<file path="config.mk">
export PLATFORM = sky130hd
export DESIGN_NAME = sc_sub_sequencer
export DESIGN_NICKNAME = d
export VERILOG_FILES = /design/src/rtl/sc_sub_sequencer.sv
export SDC_FILE = /design/constraint.sdc
export NUM_CORES = 1
export LEC_CHECK = 0
export CORE_ASPECT_RATIO = 2
export CORE_UTILIZATION = 30
export CTS_CLUSTER_DIAMETER = 60
export DETAILED_ROUTE_END_ITERATION = 10
export PLACE_DENSITY = 0.56
export SYNTH_ARGS = -nofsm -noshare
export SYNTH_HDL_FRONTEND = slang
export SYNTH_SLANG_ARGS = --single-unit
</file>
<file path="constraint.sdc">
create_clock -name clk -period 3.3 [get_ports clk]
set_input_delay 0.33 -clock clk [delete_from_list [all_inputs] [get_ports clk]]
set_output_delay 0.33 -clock clk [all_outputs]
set_load 0.005 [all_outputs]
</file>
<file path="src/rtl/sc_sub_sequencer.sv">
// Stochastic-computing scaled subtracter: three LFSR-driven bitstreams form
// (a + (1-b))/2 as a 2^CNT_LOG2-cycle stream whose 1s are counted into result.
module sc_sub_sequencer #(
   parameter int WIDTH    = 8,   // operand/LFSR width; the tap set is fixed for 8 bits
   parameter int CNT_LOG2 = 8
) (
   input  logic                clk,
   input  logic                rst_n,
   input  logic                start,
   input  logic [WIDTH-1:0]    a_val,
   input  logic [WIDTH-1:0]    b_val,
   output logic                busy,
   output logic                done,
   output logic [CNT_LOG2:0]   result,
   output logic                s_out
);

   typedef enum logic [1:0] {
      S_IDLE,
      S_RUN,
      S_FLUSH,
      S_DONE
   } state_t;

   localparam logic [WIDTH-1:0]    SEED_A    = WIDTH'(8'h01);
   localparam logic [WIDTH-1:0]    SEED_B    = WIDTH'(8'h5A);
   localparam logic [WIDTH-1:0]    SEED_S    = WIDTH'(8'hB4);
   localparam logic [WIDTH-1:0]    SC_THRESH = {1'b1, {(WIDTH-1){1'b0}}};
   localparam logic [CNT_LOG2-1:0] CNT_LAST  = '1;

   state_t               r_state;
   state_t               w_state_next;
   logic                 w_accept;

   logic [WIDTH-1:0]     r_a_lat;
   logic [WIDTH-1:0]     r_b_lat;
   logic [WIDTH-1:0]     r_lfsr_a;
   logic [WIDTH-1:0]     r_lfsr_b;
   logic [WIDTH-1:0]     r_lfsr_s;
   logic [CNT_LOG2-1:0]  r_cnt;
   logic [CNT_LOG2:0]    r_acc;
   logic [CNT_LOG2:0]    r_result;
   logic                 r_s_out;
   logic                 r_add_en;

   logic                 w_sa;
   logic                 w_sb;
   logic                 w_sc;
   logic                 w_s_bit;
   logic [CNT_LOG2:0]    w_acc_next;

   // Fibonacci step for x^8+x^6+x^5+x^4+1: shift left, feedback into bit 0.
   function automatic logic [WIDTH-1:0] lfsr_step(input logic [WIDTH-1:0] v);
      return {v[WIDTH-2:0], v[7] ^ v[5] ^ v[4] ^ v[3]};
   endfunction

   always_comb begin
      // NOTE: defaults first so every path assigns each output; otherwise a latch is inferred.
      w_state_next = r_state;
      w_accept     = 1'b0;
      busy         = (r_state != S_IDLE);
      done         = 1'b0;
      case (r_state)
         S_IDLE: begin
            if (start) begin
               w_accept     = 1'b1;
               w_state_next = S_RUN;
            end
         end
         S_RUN: begin
            if (r_cnt == CNT_LAST) w_state_next = S_FLUSH;
         end
         S_FLUSH: begin
            w_state_next = S_DONE;
         end
         S_DONE: begin
            done         = 1'b1;
            w_state_next = S_IDLE;
         end
         default: begin
            w_state_next = S_IDLE;
         end
      endcase
   end

   // Unipolar stream bits; sc selects between a and the complement of b.
   assign w_sa       = (r_lfsr_a < r_a_lat);
   assign w_sb       = (r_lfsr_b < r_b_lat);
   assign w_sc       = (r_lfsr_s < SC_THRESH);
   assign w_s_bit    = (~w_sc & w_sa) | (w_sc & ~w_sb);
   assign w_acc_next = r_acc + {{CNT_LOG2{1'b0}}, r_s_out};

   always_ff @(posedge clk or negedge rst_n) begin
      if (!rst_n) begin
         r_state <= S_IDLE;
      end else begin
         // NOTE: non-blocking so every register updates from the pre-edge values.
         r_state <= w_state_next;
      end
   end

   always_ff @(posedge clk or negedge rst_n) begin
      if (!rst_n) begin
         r_a_lat  <= '0;
         r_b_lat  <= '0;
         r_lfsr_a <= SEED_A;
         r_lfsr_b <= SEED_B;
         r_lfsr_s <= SEED_S;
         r_cnt    <= '0;
         r_acc    <= '0;
         r_result <= '0;
         r_s_out  <= 1'b0;
         r_add_en <= 1'b0;
      end else begin
         // s_out lags the compare by one cycle, so the add trails RUN by one and
         // its last term lands in FLUSH.
         r_add_en <= (r_state == S_RUN);
         if (r_add_en) begin
            r_acc <= w_acc_next;
         end
         if (r_state == S_FLUSH) begin
            r_result <= w_acc_next;
         end

         if (r_state == S_RUN) begin
            r_s_out  <= w_s_bit;
            r_lfsr_a <= lfsr_step(r_lfsr_a);
            r_lfsr_b <= lfsr_step(r_lfsr_b);
            r_lfsr_s <= lfsr_step(r_lfsr_s);
            r_cnt    <= r_cnt + CNT_LOG2'(1);
         end

         if (w_accept) begin
            r_a_lat  <= a_val;
            r_b_lat  <= b_val;
            r_lfsr_a <= SEED_A;
            r_lfsr_b <= SEED_B;
            r_lfsr_s <= SEED_S;
            r_cnt    <= '0;
            r_acc    <= '0;
         end
      end
   end

   assign result = r_result;
   assign s_out  = r_s_out;

endmodule
</file>
==> results of run 1 <==
## cell families after synthesis
| kind of cell | after synthesis | synth area share (%) |
|---|---|---|
| AND/OR/NAND/NOR | 106 | 13.5 |
| flip-flops | 70 | 51.9 |
| XOR/XNOR | 30 | 7.73 |
| multiplexers | 27 | 8.06 |
| adder cells (fa/ha/maj) | 22 | 8.10 |
| AO/OA/AOI/OAI | 38 | 6.70 |
| buffers and inverters | 34 | 3.98 |
## layer usage
metal | vias up | track usage, %
li1 | 1133 | -
met1 | 1111 | 12.7
met2 | 26 | 23.9
met3 | 12 | 2.10
met4 | 0 | 7.28
met5 | - | 0
## worst reg2reg max path: stages, from the launching register on
cell      delay (ns)
dfrtp_1         0.40
inv_1           0.13
ha_1            0.21
and2_2          0.72
buf_4           0.30
a211oi_1        0.06
## worst min path at each step
| stage | startpoint | end | slack, ns | cells past startpoint |
|---|---|---|---|---|
| floorplan | rst_n | r_a_lat[0] | 0.03 | 0 |
| global placement | r_b_lat[0] | r_b_lat[0] | 0.47 | 2 |
| detailed placement | r_a_lat[0] | r_a_lat[0] | 0.48 | 2 |
| CTS | rst_n | r_a_lat[6] | 0.15 | 1 |
| global route | rst_n | r_a_lat[6] | 0.19 | 1 |
| finish | rst_n | r_a_lat[6] | 0.12 | 1 |
## state kept, by name (all words and copies together) (netlist names)
signal / count
r_a_lat: 8
r_acc: 9
r_add_en: 1
r_b_lat: 8
r_cnt: 8
r_lfsr_a: 8
r_lfsr_b: 8
r_lfsr_s: 8
r_state: 2
result: 9
s_out: 1
## placed cells by master (no fill, tap or decap), drive strengths merged
master | synthesis | final
xnor2 | 15 | 15
ha | 22 | 22
a21o | 3 | 3
o2111ai | 1 | 1
nand4 | 4 | 4
clkbuf | 11 | 13
a2111oi | 1 | 1
a32oi | 1 | 1
a211oi | 2 | 2
o31ai | 1 | 1
dfrtp | 61 | 61
and3 | 4 | 4
nor2 | 45 | 45
o22ai | 1 | 1
or3 | 2 | 2
clkdlybuf4s50 | 0 | 29
nand3 | 6 | 6
clkinvlp | 0 | 1
dfstp | 9 | 9
inv | 18 | 18
o21ai | 16 | 16
and2 | 1 | 1
xor2 | 15 | 15
buf | 5 | 5
nand2 | 39 | 39
mux2i | 24 | 24
a41oi | 1 | 1
bufinv | 0 | 1
nand2b | 1 | 1
mux2 | 3 | 3
nor3 | 4 | 4
a21oi | 11 | 11
clkinv | 0 | 1
## power by group through the flow
stage / logic (mW) / registers [mW] / clock network, mW
2_1_floorplan: 1.14 / 1.47 / 0
3_3_place_gp: 1.51 / 1.54 / 0
3_5_place_dp: 1.56 / 1.56 / 0
4_1_cts: 1.57 / 1.55 / 0.993
5_1_grt: 1.76 / 1.59 / 1.03
6_report: 1.53 / 1.54 / 0.968
## final cells by class
cell class,count,area [sq um]
flip-flops and latches,70,1760
repair buffers,34,338
well taps,140,175
inverters,18,67.6
clock buffers,13,260
clock inverters,3,42.5
fillers,1119,6800
multi-input cells,223,1500
==> flow_metrics.py, run 1 <==
metrics = {
    "timing": {
        "fin_crit_ns": 1.96,
        "worst_slew_pin_slew_ns": 0.861,
        "hold_viol": 0,
        "slew_violations": 0,
        "layout_setup_ws_ns": 1.34,
        "rsz0062_at_grt": "false",
        "whs_ns": 0.119,
        "finalClockSkew_ns": 0.00575,
        "setup-tns-final_ns": 0,
        "finalSetupViolCount": 0,
        "slew_headroom_pct": 42.6,
        "max_freq_ghz": 0.511,
        "fin_crit_sh_pct": 59.3,
    },
    "route": {
        "vias_per_cell": 4.55,
        "drt_first_pass_iters": 4,
        "vias": 2282,
        "wl_met2_microns": 3790,
        "drcViolationCount": 0,
        "initialDrtViolationCount": 102,
        "top_layer_used": "met4",
        "wl_per_cell_microns": 13.1,
        "antenna_left": 0,
        "routed_wl_microns": 6590,
        "route.met3.wl_microns": 145,
        "met1Wirelength_microns": 2480,
    },
    "grt": {
        "grt_pass1_vias": 2461,
        "overflow": 0,
        "grt_pass1_wl_microns": 11500,
        "antenna_found_initial": 0,
        "grtUsageTotal_pct": 12.7,
        "grt_max_degree": 50,
    },
    "setup_path": {
        "startpoint": "r_state[0]",
        "critPathArrivalTime_ns": 1.63,
        "cp.depth": 4,
        "crit_fanout": 4,
        "cp-end-kind": "output port",
        "critPathMostFrequentCell": "inv_1",
        "criticalPathCategory": "reg -> out",
        "required_ns": 2.97,
        "slowest_stage": "clkdlybuf4s50_1",
        "startpoint_type": "flop",
        "crit_end": "busy",
        "r2r_start": "r_state[0]",
        "reg2reg_to": "r_lfsr_b[0]",
        "slowest_delay_ns": 0.50,
        "r2r_slack_ns": 1.34,
        "crit_chain": "inv_1 > ha_1 > inv_1 > clkdlybuf4s50_1",
        "cp_num_buf_inv": 3,
        "r2r_cells": 5,
        "crit_family": "buffers and inverters",
    },
    "clocking": {
        "path_clk_slew_ns": 0.06,
        "cts-root-buf": "clkbuf_16",
        "post_cts_buffers": 0,
        "cts_hold_buf": 0,
        "clk_latency_ns": 0.33,
        "post_cts_resized": 0,
        "h-tree-depth": 3,
        "cts_sinks": 70,
        "clock_path_buffers": 2,
        "cts_buffers": 9,
        "cts_tree": "built",
    },
    "logic_synthesis": {
        "syn-num-nets": 368,
        "synth_area_leaders": "dfrtp_1 (45%), ha_1 (8.1%), mux2i_1 (7.1%)",
        "synthTopCellsByCount": "dfrtp_1 (61), nor2_1 (45), nand2_1 (39), mux2i_1 (24), ha_1 (22)",
        "ys_types": 30,
        "netlist_instances": 327,
        "yosysMostFrequentCell": "dfrtp_1",
        "synth_top_area_share_pct": 44.9,
        "yosysTopAreaCell": "dfrtp_1",
        "synthFlopType": "dfrtp_1",
        "synth_edf_count": 0,
        "synth-seq-cells": 70,
        "syn_area_per_cell_sq_um": 10.4,
        "ys.warnings.count": 0,
        "ys_seq_area_share_pct": 51.9,
        "synth_async_sr_flop_share_pct": 100,
        "synth_area_sq_mm": 0.00340,
    },
    "die": {
        "dieArea_sq_mm": 0.0118,
        "pin_count": 31,
        "initial_core_util_pct": 31.0,
        "die_y_microns": 153,
        "die_x_microns": 77.3,
        "core.rowCount": 54,
        "core_area_sq_mm": 0.0109,
    },
    "power_and_ir_drop": {
        "power-per-cell-area_mw_per_mm2": 974,
        "pwr-share-seq_pct": 38.1,
        "p_int_mw": 2.65,
        "power_switching_mw": 1.39,
        "p_leak_nw": 1.86,
        "combPwrFrac_pct": 38.0,
        "power_mw": 4.04,
        "power.share.clock_pct": 24.0,
        "p_sw_share_pct": 34.4,
        "vdd_drop_max_uv": 278,
    },
    "final_layout": {
        "fin_cells": 501,
        "stdcell_area_sq_mm": 0.00415,
        "area_growth_pct": 22.1,
        "drive_gt1_share_pct": 10.2,
        "post-route-util_pct": 37.9,
        "final_net_count": 397,
        "antenna_cells": 0,
    },
    "placed_design": {
        "hpwl_microns": 4810,
        "pre_cts_ws_ns": 1.23,
        "dp_cells": 485,
        "portBuffers": 30,
        "placed_area_sq_mm": 0.00384,
        "gp_congestion": 0.768,
    },
    "job": {
        "cap_violations": 0,
    },
    "run_status": {
        "outcome": "finished clean",
    },
    "hold_path": {
        "hold_path_class": "in -> async",
    },
}
Note: power is estimated with default switching activity, not from simulation.
==> run 2, diff against run 1 <==
--- a/config.mk
+++ b/config.mk
@@ -9,7 +9,7 @@
 export CORE_UTILIZATION = 30
 export CTS_CLUSTER_DIAMETER = 60
 export DETAILED_ROUTE_END_ITERATION = 10
-export PLACE_DENSITY = 0.56
+export PLACE_DENSITY = 0.58
 export SYNTH_ARGS = -nofsm -noshare
 export SYNTH_HDL_FRONTEND = slang
 export SYNTH_SLANG_ARGS = --single-unit
==> constraint.sdc (replaced) <==
create_clock -name clk -period 1.7 [get_ports clk]
set_input_delay 0.17 -clock clk [delete_from_list [all_inputs] [get_ports clk]]
set_output_delay 0.17 -clock clk [all_outputs]
set_load 0.005 [all_outputs]
==> run 2 against run 1 <==
Against the previous run: combinational power rose by 120%; register-to-register slack got worse by 1.2 ns; final cell count rose by 3.0%; critical path depth rose by 1; critical endpoint is now s_out; largest cell class unchanged.
==> flow_metrics.py, run 2 (synthesis gave the netlist of run 1 again) <==
metrics = {
    "run_status": {
        "outcome": "finished clean",
    },
    "route": {
        "vias_per_cell": 4.45,
        "initialDrtViolationCount": 120,
        "vias": 2294,
        "wl_per_cell_microns": 13.0,
        "routed_wl_microns": 6730,
        "drt_first_pass_iters": 5,
        "antenna_left": 0,
        "drcViolationCount": 0,
    },
    "clocking": {
        "clock_path_buffers": 2,
        "cts-root-buf": "clkbuf_16",
        "h-tree-depth": 3,
        "path_clk_slew_ns": 0.06,
        "cts_tree": "built",
        "clk_latency_ns": 0.33,
        "cts_sinks": 70,
        "cts_buffers": 9,
    },
    "final_layout": {
        "final_common_cell": "dfrtp_1",
        "antenna_cells": 0,
        "ff_latch_area_sq_mm": 0.00176,
        "multiInputGateArea_sq_mm": 0.00154,
        "drive_gt1_share_pct": 15.4,
        "nFillCells": 1087,
        "area_growth_pct": 26.6,
        "stdcell_area_sq_mm": 0.00430,
        "post-route-util_pct": 39.3,
        "final_net_count": 412,
        "mostFrequentLayoutCells": "dfrtp_1 (61), nor2_1 (45), nand2_1 (39)",
    },
    "timing": {
        "max_freq_ghz": 0.623,
        "setup-tns-final_ns": 0,
        "fin_crit_ns": 1.60,
        "fin_crit_sh_pct": 94.4,
        "slew_headroom_pct": 70.8,
        "finalSetupViolCount": 0,
        "rsz0062_at_grt": "false",
        "slew_violations": 0,
        "hold_viol": 0,
        "worst_slew_pin_slew_ns": 0.436,
        "finalClockSkew_ns": 0.00612,
    },
    "die": {
        "die_x_microns": 77.3,
        "core_area_sq_mm": 0.0109,
        "dieArea_sq_mm": 0.0118,
        "die_y_microns": 153,
        "initial_core_util_pct": 31.0,
        "core.rowCount": 54,
        "pin_count": 31,
    },
    "power_and_ir_drop": {
        "p_sw_share_pct": 35.3,
        "pwr-share-seq_pct": 36.5,
        "p_int_mw": 5.22,
        "power-per-cell-area_mw_per_mm2": 1870,
        "combPwrFrac_pct": 42.2,
        "power_switching_mw": 2.85,
        "p_leak_nw": 1.93,
        "vdd_drop_max_uv": 637,
        "power.share.clock_pct": 21.2,
    },
    "setup_path": {
        "crit_end": "s_out",
        "criticalPathCategory": "reg -> reg",
        "cp-end-kind": "flop",
        "r2r_slack_ns": 0.1,
        "required_ns": 1.89,
        "r2r_cells": 5,
        "startpoint_type": "flop",
        "crit_fanout": 2,
        "startpoint": "r_lfsr_b[1]",
        "reg2reg_to": "s_out",
        "critPathArrivalTime_ns": 1.80,
        "r2r_start": "r_lfsr_b[1]",
    },
    "grt": {
        "antenna_found_initial": 0,
        "grt_pass1_vias": 2491,
        "grt_max_degree": 71,
        "grtUsageTotal_pct": 12.8,
        "overflow": 0,
        "grt_pass1_wl_microns": 11600,
    },
    "placed_design": {
        "portBuffers": 30,
        "gp_congestion": 0.803,
        "hpwl_microns": 4820,
        "placed_area_sq_mm": 0.00391,
    },
    "job": {
        "cap_violations": 0,
    },
    "hold_path": {
        "hold_path_class": "in -> async",
    },
}
## run 2: through the flow
step,std cells,setup WS (ns),power [mW],hold slack [ns]
6_report,516,0.0954,8.06,0.388
5_1_grt,516,0.00490,8.75,0.407
4_1_cts,509,0.00222,8.02,0.383
3_5_place_dp,490,0.0176,6.21,0.223
3_3_place_gp,490,0.0762,6.11,0.222
2_1_floorplan,327,0.0883,5.06,-0.126
## run 2: timing repair
item                       4_1_cts  5_1_grt
buffers inserted                 2        7
hold buffers                     1        0
setup endpoints to repair        1        5
gates cloned                     0        0
hold endpoints to repair        61        0
gates resized for setup          3        7
pin swaps                        0        6
## run 2: power groups by stage
stage | Sequential [mW] | Clock (mW) | Combinational (mW)
global route | 3.04 | 1.83 | 3.88
floorplan | 2.85 | 0 | 2.22
detailed placement | 3.00 | 0 | 3.21
finish | 2.95 | 1.71 | 3.41
CTS | 2.97 | 1.78 | 3.28
global placement | 2.98 | 0 | 3.13
## run 2: how the worst min path moves through the flow
stage,end,slack (ns),depth (start not counted)
final,r_a_lat[7],0.39,3
after global routing,r_b_lat[0],0.41,3
after CTS,r_a_lat[7],0.38,3
after detailed placement,r_a_lat[4],0.22,2
after global placement,r_a_lat[6],0.22,2
after floorplan,r_a_lat[0],-0.13,0
## run 2: critical path: stages (launching register included)
cell       delay (ns)
dfstp_2          0.53
ha_1             0.22
a21o_1           0.21
a2111oi_4        0.27
or3_1            0.15
a41oi_2          0.10
## run 2: cell type report
cell class | instances | share of cell area [%]
multi-input cells | 223 | 35.8
clock buffers | 11 | 5.64
flip-flops and latches | 70 | 41.0
clock inverters | 5 | 0.785
well taps | 140 | 4.07
inverters | 18 | 1.57
repair buffers | 49 | 11.1
## run 2: metal layers
layer  track usage, %  up-vias  wire (microns)
met2             23.8       30            3880
met3             3.11       11             154
met5                0        -               0
li1                 -     1164               -
met4             6.83        0             170
met1             12.7     1089            2530
==> run 3, diff against run 2 <==
--- a/config.mk
+++ b/config.mk
@@ -6,10 +6,10 @@
 export NUM_CORES = 1
 export LEC_CHECK = 0
 export CORE_ASPECT_RATIO = 2
-export CORE_UTILIZATION = 30
+export CORE_UTILIZATION = 35
 export CTS_CLUSTER_DIAMETER = 60
 export DETAILED_ROUTE_END_ITERATION = 10
-export PLACE_DENSITY = 0.58
+export PLACE_DENSITY = 0.64
 export SYNTH_ARGS = -nofsm -noshare
 export SYNTH_HDL_FRONTEND = slang
 export SYNTH_SLANG_ARGS = --single-unit
==> run 3 against run 2 <==
Against the previous run: sequential share of layout area up 1.0 points; maximum frequency up 1.1%; register-to-register slack better by 0.02 ns; count of clock-buffer cells in the layout up 3; setup slack better by 0.017 ns; clock power down 5%; utilization up 5.4 points; largest power group unchanged; sequential cell count unchanged; highest routed layer unchanged; critical path depth down 1.
==> flow_metrics.py, run 3 (synthesis gave the netlist of run 1 again) <==
metrics = {
    "setup_path": {
        "startpoint_type": "flop",
        "criticalPathCategory": "reg -> reg",
        "critPathArrivalTime_ns": 1.83,
        "r2r_slack_ns": 0.11,
        "cp-end-kind": "flop",
        "crit_fanout": 4,
        "required_ns": 1.94,
    },
    "final_layout": {
        "antenna_cells": 0,
        "final_common_cell": "dfrtp_1",
        "nFillCells": 880,
        "ff_latch_area_sq_mm": 0.00176,
        "drive_gt1_share_pct": 12.9,
        "multiInputGateArea_sq_mm": 0.00154,
        "stdcell_area_sq_mm": 0.00420,
        "mostFrequentLayoutCells": "dfrtp_1 (61), nor2_1 (45), nand2_1 (39)",
        "final_net_count": 407,
        "area_growth_pct": 23.6,
        "post-route-util_pct": 44.7,
    },
    "placed_design": {
        "placed_area_sq_mm": 0.00387,
        "gp_congestion": 0.791,
        "hpwl_microns": 4710,
        "portBuffers": 30,
    },
    "clocking": {
        "cts_buffers": 9,
        "path_clk_slew_ns": 0.05,
        "cts-root-buf": "clkbuf_16",
        "clock_path_buffers": 2,
        "cts_sinks": 70,
        "h-tree-depth": 3,
        "clk_latency_ns": 0.33,
        "cts_tree": "built",
    },
    "die": {
        "core.rowCount": 50,
        "die_y_microns": 141,
        "initial_core_util_pct": 36.2,
        "die_x_microns": 71.7,
        "core_area_sq_mm": 0.00938,
        "pin_count": 31,
        "dieArea_sq_mm": 0.0101,
    },
    "timing": {
        "finalClockSkew_ns": 0.00714,
        "worst_slew_pin_slew_ns": 0.412,
        "finalSetupViolCount": 0,
        "slew_violations": 0,
        "fin_crit_ns": 1.59,
        "max_freq_ghz": 0.630,
        "fin_crit_sh_pct": 93.4,
        "rsz0062_at_grt": "false",
        "setup-tns-final_ns": 0,
        "hold_viol": 0,
        "slew_headroom_pct": 72.5,
    },
    "route": {
        "vias": 2295,
        "routed_wl_microns": 6650,
        "vias_per_cell": 4.83,
        "drt_first_pass_iters": 4,
        "initialDrtViolationCount": 147,
        "antenna_left": 0,
        "drcViolationCount": 0,
        "wl_per_cell_microns": 14.0,
    },
    "power_and_ir_drop": {
        "combPwrFrac_pct": 41.8,
        "power.share.clock_pct": 20.7,
        "p_leak_nw": 1.90,
        "pwr-share-seq_pct": 37.5,
        "p_sw_share_pct": 35.0,
        "power_switching_mw": 2.76,
        "power_mw": 7.87,
        "vdd_drop_max_uv": 641,
        "p_int_mw": 5.11,
        "power-per-cell-area_mw_per_mm2": 1870,
    },
    "grt": {
        "antenna_found_initial": 0,
        "grt_pass1_wl_microns": 11300,
        "grt_pass1_vias": 2466,
        "grtUsageTotal_pct": 14.9,
        "grt_max_degree": 57,
        "overflow": 0,
    },
    "hold_path": {
        "hold_path_class": "in -> async",
    },
    "run_status": {
        "outcome": "finished clean",
    },
    "job": {
        "cap_violations": 0,
    },
}
==> run 3: timing repair <==
item,CTS,global route
endpoints found under the hold margin,11,0
pin swaps,0,5
resized for setup,4,6
endpoints found under the setup margin,1,5
hold buffers,1,0
setup buffers,2,1
==> run 3: layer usage <==
metal | part of all wire [%] | GRT usage (%) | routed length, microns | vias to the layer above
met5 | 0 | 0 | 0 | -
met4 | 2.3 | 7.43 | 153 | 0
met3 | 2.3 | 3.62 | 150 | 8
met2 | 56 | 27.6 | 3700 | 26
met1 | 40 | 15.0 | 2650 | 1107
li1 | - | - | - | 1154
==> run 3: stage by stage <==
stage	setup WS (ns)	hold WS, ns	cells
detailed placement	0.0542	0.104	455
finish	0.113	0.291	475
floorplan	0.0883	-0.126	327
global placement	0.0765	0.103	455
CTS	0.0153	0.291	474
global route	0.00119	0.322	475
==> run 3: area by class of cell <==
type	count	share of cell area, %
Sequential cell	70	42.0
Multi-Input combinational cell	223	36.7
Timing Repair Buffer	44	10.6
Clock buffer	14	5.81
Tap cell	104	3.10
Inverter	18	1.61
Clock inverter	2	0.238
==> run 3: power groups by stage <==
| stage | clock, mW | sequential [mW] | combinational [mW] |
|---|---|---|---|
| 5_1_grt | 1.75 | 3.05 | 3.74 |
| 6_report | 1.63 | 2.95 | 3.29 |
| 3_3_place_gp | 0 | 2.96 | 3.13 |
| 2_1_floorplan | 0 | 2.85 | 2.22 |
| 3_5_place_dp | 0 | 2.98 | 3.22 |
| 4_1_cts | 1.68 | 2.95 | 3.32 |
==> run 3: path summary, 6_finish.rpt <==
path                              from          end  cells past startpoint
setup / recovery           r_lfsr_b[4]        s_out                      4
hold / removal                   rst_n   r_a_lat[7]                      2
setup reg to reg           r_lfsr_b[4]        s_out                      4
hold reg to reg             r_b_lat[0]   r_b_lat[0]                      2
max in group asynchronous        rst_n  r_lfsr_b[1]                      3
min in group clk              b_val[0]   r_b_lat[0]                      3
==> run 3: critical path, cell delays in order, from the launching register on <==
cell and delay [ns]:
dfstp_2 0.56, ha_1 0.23, o2111ai_1 0.14, or3_1 0.39, a41oi_1 0.18
